**config.mk**
```make
export PLATFORM = sky130hd
export DESIGN_NAME = rr_arbiter4
export DESIGN_NICKNAME = d
export VERILOG_FILES = /design/src/rtl/arb_pkg.sv /design/src/rtl/rr_pick4.sv /design/src/rtl/rr_arbiter4.sv
export SDC_FILE = /design/constraint.sdc
export NUM_CORES = 1
export LEC_CHECK = 0
export CORE_AREA = 2 2 39 41
export CTS_CLUSTER_DIAMETER = 30
export CTS_CLUSTER_SIZE = 30
export DETAILED_ROUTE_END_ITERATION = 12
export DIE_AREA = 0 0 41 43
export GPL_ROUTABILITY_DRIVEN = 0
export SYNTH_ARGS = -nofsm -noshare
export SYNTH_HDL_FRONTEND = slang
export SYNTH_SLANG_ARGS = --single-unit
```
**constraint.sdc**
```tcl
create_clock -name clk -period 1.4 [get_ports clk]
set_clock_uncertainty 0.1 [all_clocks]
set_input_delay 0.14 -clock clk [delete_from_list [all_inputs] [get_ports clk]]
set_output_delay 0.14 -clock clk [all_outputs]
set_load 0.05 [all_outputs]
```
**src/rtl/arb_pkg.sv**
```systemverilog
// Shared types and constants for the 4-way round-robin arbiter.
package arb_pkg;

  localparam int NUM_REQ = 4;
  localparam int SEL_W   = 2;

  typedef enum logic {ARB_IDLE = 1'b0, ARB_OWN = 1'b1} arb_state_t;

  typedef logic [NUM_REQ-1:0] req_vec_t;
  typedef logic [SEL_W-1:0]   sel_t;

  function automatic req_vec_t onehot(input sel_t s);
    return req_vec_t'(1) << s;
  endfunction

endpackage

```
**src/rtl/rr_pick4.sv**
```systemverilog
// Combinational rotating-priority pick: first requester at or after ptr,
// wrapping modulo 4, skipping any bit set in excl.
module rr_pick4
  import arb_pkg::*;
(
  input  req_vec_t req,
  input  sel_t     ptr,
  input  req_vec_t excl,
  output logic     valid,
  output sel_t     idx
);

  sel_t cand;

  // Scan farthest offset first so the nearest eligible requester wins last.
  always_comb begin
    valid = 1'b0;
    idx   = ptr;
    cand  = ptr;
    for (int k = NUM_REQ - 1; k >= 0; k--) begin
      cand = ptr + sel_t'(k);
      if (req[cand] && !excl[cand]) begin
        valid = 1'b1;
        idx   = cand;
      end
    end
  end

endmodule

```
**src/rtl/rr_arbiter4.sv**
```systemverilog
// Round-robin arbiter for four level requesters with registered one-hot grant
// and encoded select. Define ARB_HOLD_LIMIT_EN to enable forced rotation.
module rr_arbiter4
  import arb_pkg::*;
#(
  parameter int HOLD_LIMIT = 8
) (
  input  logic       clk,
  input  logic       reset,
  input  req_vec_t   req,
  output req_vec_t   grant,
  output sel_t       sel,
  output logic       busy,
  output arb_state_t dbg_state
);

  if (HOLD_LIMIT < 2 || HOLD_LIMIT > 255) begin : g_bad_limit
    $error("rr_arbiter4: HOLD_LIMIT out of range 2..255");
  end

  // Handshake: req is a level; requester i owns the resource while
  // grant[i]=1 and releases it by dropping req[i]. No other handshake exists.

  arb_state_t state;
  sel_t       ptr;
  req_vec_t   excl;
  logic       preempt;
  logic       pick_valid;
  sel_t       pick_idx;
  logic       take_new;

`ifdef ARB_HOLD_LIMIT_EN
  localparam int CNT_W = $clog2(HOLD_LIMIT + 1);
  localparam logic [CNT_W-1:0] CNT_LAST = CNT_W'(HOLD_LIMIT - 1);

  logic [CNT_W-1:0] hold_cnt;

  assign preempt = (state == ARB_OWN) && (hold_cnt == CNT_LAST) && |(req & ~grant);
  assign excl    = (state == ARB_OWN) ? grant : '0;

  // Counts cycles of the current ownership; saturates so a late competitor
  // preempts immediately.
  always_ff @(posedge clk) begin
    if (reset) begin
      hold_cnt <= '0;
    end else if (take_new || state == ARB_IDLE) begin
      hold_cnt <= '0;
    end else if (hold_cnt != CNT_LAST) begin
      hold_cnt <= hold_cnt + 1'b1;
    end
  end
`else
  assign preempt = 1'b0;
  assign excl    = '0;
`endif

  rr_pick4 u_pick (
    .req   (req),
    .ptr   (ptr),
    .excl  (excl),
    .valid (pick_valid),
    .idx   (pick_idx)
  );

  assign take_new = pick_valid && (state == ARB_IDLE || !req[sel] || preempt);

  always_ff @(posedge clk) begin
    if (reset) begin
      state <= ARB_IDLE;
      grant <= '0;
      sel   <= '0;
      busy  <= 1'b0;
      ptr   <= '0;
    end else begin
      if (take_new) begin
        state <= ARB_OWN;
        grant <= onehot(pick_idx);
        sel   <= pick_idx;
        busy  <= 1'b1;
        ptr   <= pick_idx + 1'b1;
      end else if (state == ARB_OWN && !req[sel]) begin
        // Owner released with nobody waiting; sel keeps the last index.
        state <= ARB_IDLE;
        grant <= '0;
        busy  <= 1'b0;
      end
    end
  end

  assign dbg_state = state;

endmodule

```
# == Yosys cells after proc, flatten, opt, wreduce, memory -nomap -nowiden ==
# Index checks and enable logic that the tools add are counted.
# word_totals
output_inout_bits,8
word_cells,58
reg_bits,9
in_bits,6
# op_classes
n_mux,30
add_sub_neg,4
n_shift,1
magnitude_cmp,5
bitwise_logic,1
n_reduce_logical,13
# op_table
op,n
binary-select mux 1 bit (select 2 bit),9
less-than comparator 2 x 3 -> 1 bit (second input constant),5
two-way mux 1 bit,15
two-way mux 2 bit,4
two-way mux 4 bit,2
logical AND 1 bit,6
zero test 1 bit,5
adder 2 x 1 -> 2 bit (second input constant),2
adder 2 bit (second input constant),2
left shift 1 x 2 -> 4 bit (first input constant),1
nonzero test 2 bit,1
logical OR 1 bit,1
NOT 1 bit,1

# == Longest topological paths before layout ==
# depth
word_depth,11
mapped_depth,5
mapped_depth_nobuf,5

# == By module ==
# A second synthesis with hierarchy kept.
# hier_totals
hier_cells,77
hier_area_um2,714.4
# by_module_without_submodules
mod,n_inst,cells_each,area_per_inst_um2,seq_area_each_um2
rr_arbiter4,1,56,578.1,180.2
rr_pick4,1,21,136.4,0.0

# == Worst setup path after synthesis ==
# Ideal clock, no wire load.
# synth_timing
path_kind,reg-to-reg
from,register sel[0]
to,register sel[1]
stages_incl_launch_ff,5
n_path_buf,0
setup_time_ns,0.086
arrival_time_ns,1.737
t_required_ns,1.214
period_less_slack_ns,1.922
setup_slack_ns,-0.522
path_cell_list,dfxtp_1 > mux4_2 > a21oi_4 > nor2_1 > a211oi_1
# synth_via
elab_chain_len,5
# synth_lines
element,line,rtl
"start, declared",rr_arbiter4.sv:12,"output sel_t sel,"
"start signal, assigned",rr_arbiter4.sv:78,sel <= pick_idx;
binary-select mux 1 bit (select 2 bit),rr_arbiter4.sv:65,assign take_new = pick_valid && (state == ARB_IDLE || !req[sel] || preempt);
two-way mux 1 bit (implied by the code),rr_arbiter4.sv:65,
zero test 1 bit,rr_arbiter4.sv:65,
logical OR 1 bit,rr_arbiter4.sv:65,
logical AND 1 bit,rr_arbiter4.sv:65,
# Every way passes these cells. The select of a mux whose other input is x is not followed.
# A chain may end at the register's enable or synchronous reset.

# == Worst setup path in the final report ==
# layout_timing
from,register sel[0]
to,register grant[0]
# layout_via
elab_chain_len,6
word_cells_on_any_way,8
classes_between,3 x mux; 5 x reduce/logical
# layout_lines
element,line,rtl
binary-select mux 1 bit (select 2 bit) *,"rr_arbiter4.sv:65, rr_arbiter4.sv:81",
two-way mux 1 bit (implied by the code) *,"rr_arbiter4.sv:65, rr_arbiter4.sv:81",
zero test 1 bit *,"rr_arbiter4.sv:65, rr_arbiter4.sv:81",
logical OR 1 bit,rr_arbiter4.sv:65,
logical AND 1 bit,rr_arbiter4.sv:65,
two-way mux 4 bit / nonzero test 2 bit (equally long branches),-,
"end signal, assigned",rr_arbiter4.sv:77,grant <= onehot(pick_idx);
"end, declared",rr_arbiter4.sv:11,"output req_vec_t grant,"
# Mark *: on every way between the ends. The rest lies on a longest branch, timed or not. The select of a mux whose other input is x is not followed.

==> flow_metrics.tcl <==
set metrics [dict create \
    synth_top_area_frac 0.393 \
    stdcell_count 99 \
    clk_pin_slew_ns 0.06 \
    final_nets 90 \
    clk_latency_ns 0.26 \
    crit_buf_inv 1 \
    hp-start "grant[1]" \
    post-route-min-period_ns 1.59 \
    comb_power_share 0.478 \
    tritoncts "built" \
    drive_gt1_frac 0.446 \
    grt_pass1_wl_um 1930 \
    coreArea_um2 1380 \
    dr.pass1.iters 4 \
    grt_antenna_before_repair 0 \
    synth_area_um2 458 \
    io_buffers 13 \
    tightest_slew_ns 0.308 \
    syn_inst 52 \
    yosysTopAreaCell "dfxtp_1" \
    cp_max_fo 6 \
    detailedPlace.worstSlack_ns -0.520 \
    post-route-cell-area_um2 846 \
    hold_class "reg -> reg" \
    regToRegSetupSlack_ns -0.19 \
    worst-setup-path-type "reg -> reg" \
    cp_cell_sequence "mux4_2 -> a21oi_4 -> buf_4 -> a32o_1" \
    setup_ws_ns -0.186 \
    reg2reg_to "grant[0]" \
    fp.dieH_um 43 \
    regToRegStartpoint "sel[0]" \
    cp_slowest_cell "mux4_2" \
    dp_hpwl_um 891 \
    yosys_register_bits 9 \
    cp-end-kind "flop" \
    p_sw_frac 0.361 \
    setup_tns_ns -1.14 \
    setup_violations 8 \
    yosys_warnings 0 \
    cts_made_buffers 3 \
    clockBufferDepth 2 \
    routed_via_density 5.04 \
    violations "negative setup slack" \
    htree_levels 1 \
    routedWlPerCell_um 11.5 \
    synth-seq-area-share 0.393 \
    cp_data_arrival_time_ns 1.69 \
    cap_violations 0 \
    antenna_cells 0 \
    required_ns 1.51 \
    worstRegToRegCells 4 \
    grt_max_degree 9 \
    dieArea_um2 1760 \
    cpLargestDelayFamily "multiplexers" \
    drcViolationCount 0 \
    drtIter0Drc 7 \
    grt_setup_unrepaired "true" \
    hold_path_end "grant[1]" \
    grt_usage 0.161 \
    ant_nets 0 \
    yosys-top-cells-area "dfxtp_1 (39%), a21oi_1 (6.6%), mux4_2 (4.9%)" \
    status "finished, violations left" \
    finalWirelength_um 1140 \
    die_x_um 41 \
    p_clk_frac 0.194 \
    peakVddDrop_v 0.000551 \
    hold_depth 2 \
    cts_sinks 9 \
    slew_headroom 0.794 \
    p_int_mw 0.664 \
    cts_root_buffer "clkbuf_4" \
    dp.cells 94 \
    syn_area_per_cell_um2 8.81 \
    grt_pass1_vias 467 \
    synthesis.nets 58 \
    area_growth_pct 84.7 \
    synth_cell_types 22 \
    worstSetupStartpointType "flop" \
    crit_path_max_incr_delay_ns 0.54 \
    start_util 0.331 \
    power.switching_mw 0.375 \
    ios 14 \
    vias 499 \
    final_hold_viol_count 0 \
    slew_violations 0 \
    dpl-instance-area_um2 797 \
    finalCritPeriodShare 1.13 \
    seq_power_share 0.328 \
    rows 14 \
    power_density_nw_per_um2 1230 \
    overflow 0 \
    max_freq_ghz 0.631 \
    total_leakage_power_nw 0.362 \
]
[worst register-to-register path: stages, from the launching register on]
cell and delay [ns]:
dfxtp_4 0.35, mux4_2 0.54, a21oi_4 0.23, buf_4 0.16
a32o_1 0.15
[stage by stage]
stage,util,power (mW),hold WS (ns)
3_5_place_dp,0.576,0.830,0.375
4_1_cts,0.603,1.04,0.385
6_report,0.611,1.04,0.383
5_1_grt,0.611,1.10,0.401
3_3_place_gp,0.576,0.826,0.373
2_1_floorplan,-,0.577,0.0994
[how the worst max path moves through the flow]
stage | startpoint | end | slack, ns | cells after the start
after floorplan | sel[0] | ptr[0] | -0.22 | 4
after global placement | req[3] | ptr[0] | -0.50 | 5
after detailed placement | req[3] | ptr[0] | -0.52 | 5
after CTS | sel[0] | sel[1] | -0.19 | 4
after global routing | sel[0] | sel[1] | -0.25 | 4
final | sel[0] | grant[0] | -0.19 | 4
[cells in the mapped netlist]
library cell  n
nor4_2        1
xor2_1        1
nand2_1       6
nor3_1        1
o21a_1        1
inv_1         4
o211a_1       1
a22o_1        1
nor2_1        6
o221a_2       1
a31oi_1       1
a21oi_1       6
mux4_2        1
a32o_1        2
a21oi_4       1
o21ai_1       1
dfxtp_1       9
nand2b_1      2
buf_4         1
a211oi_1      2
nand4_1       1
nor2b_1       2
[flip-flops by register name, indices dropped and copies added (netlist names)]
name       cells
dbg_state      1
grant          4
ptr            2
sel            2
[power by group through the flow]
stage,Sequential (mW),Clock (mW),Combinational [mW]
2_1_floorplan,0.428,0,0.148
4_1_cts,0.341,0.205,0.491
6_report,0.340,0.202,0.497
3_3_place_gp,0.347,0,0.479
5_1_grt,0.347,0.216,0.534
3_5_place_dp,0.348,0,0.482
[repair_timing]
| action | 4_1_cts | 5_1_grt |
|---|---|---|
| buffers inserted | 0 | 1 |
| resized for setup | 5 | 1 |
| setup endpoints to repair | 8 | 8 |
| hold buffers | 0 | 0 |
| hold endpoints to repair | 0 | 0 |
| pin swaps | 3 | 6 |
[routing by layer]
layer  track usage  part of all wire  vias up
li1              -                 -      255
met5             0                 0        -
met3        0.0628             0.034        4
met1         0.219              0.47      229
met2         0.216              0.47       11
met4        0.0800             0.023        0
[placed cells by master (no fill, tap or decap), drive strengths merged]
| cell | count |
|---|---|
| nand2b | 2 |
| nand2 | 6 |
| o211a | 1 |
| a31oi | 1 |
| clkbuf | 4 |
| dlygate4sd2 | 2 |
| nor2 | 6 |
| nor2b | 2 |
| nand4 | 1 |
| buf | 23 |
| o221a | 1 |
| a22o | 1 |
| a211oi | 2 |
| nor3 | 1 |
| xor2 | 1 |
| a32o | 2 |
| inv | 4 |
| mux4 | 1 |
| dfxtp | 9 |
| clkdlybuf4s50 | 3 |
| o21ai | 1 |
| nor4 | 1 |
| a21oi | 7 |
| o21a | 1 |
[cells by family (layout without fill, tap and decap cells)]
family,after synthesis,count (layout),share of synthesized area
multiplexers,1,1,0.0492
flip-flops,9,9,0.393
AO/OA/AOI/OAI,17,17,0.284
XOR/XNOR,1,1,0.0191
buffers and inverters,5,36,0.0492
AND/OR/NAND/NOR,19,19,0.205
[layout make-up]
class	instances	area, µm²
fillers	118	538
repair buffers	28	320
multi-input cells	38	279
flip-flops and latches	9	185
clock buffers	4	26.3
well taps	16	20.0
inverters	4	15.0
(Power assumes the default switching activity.)
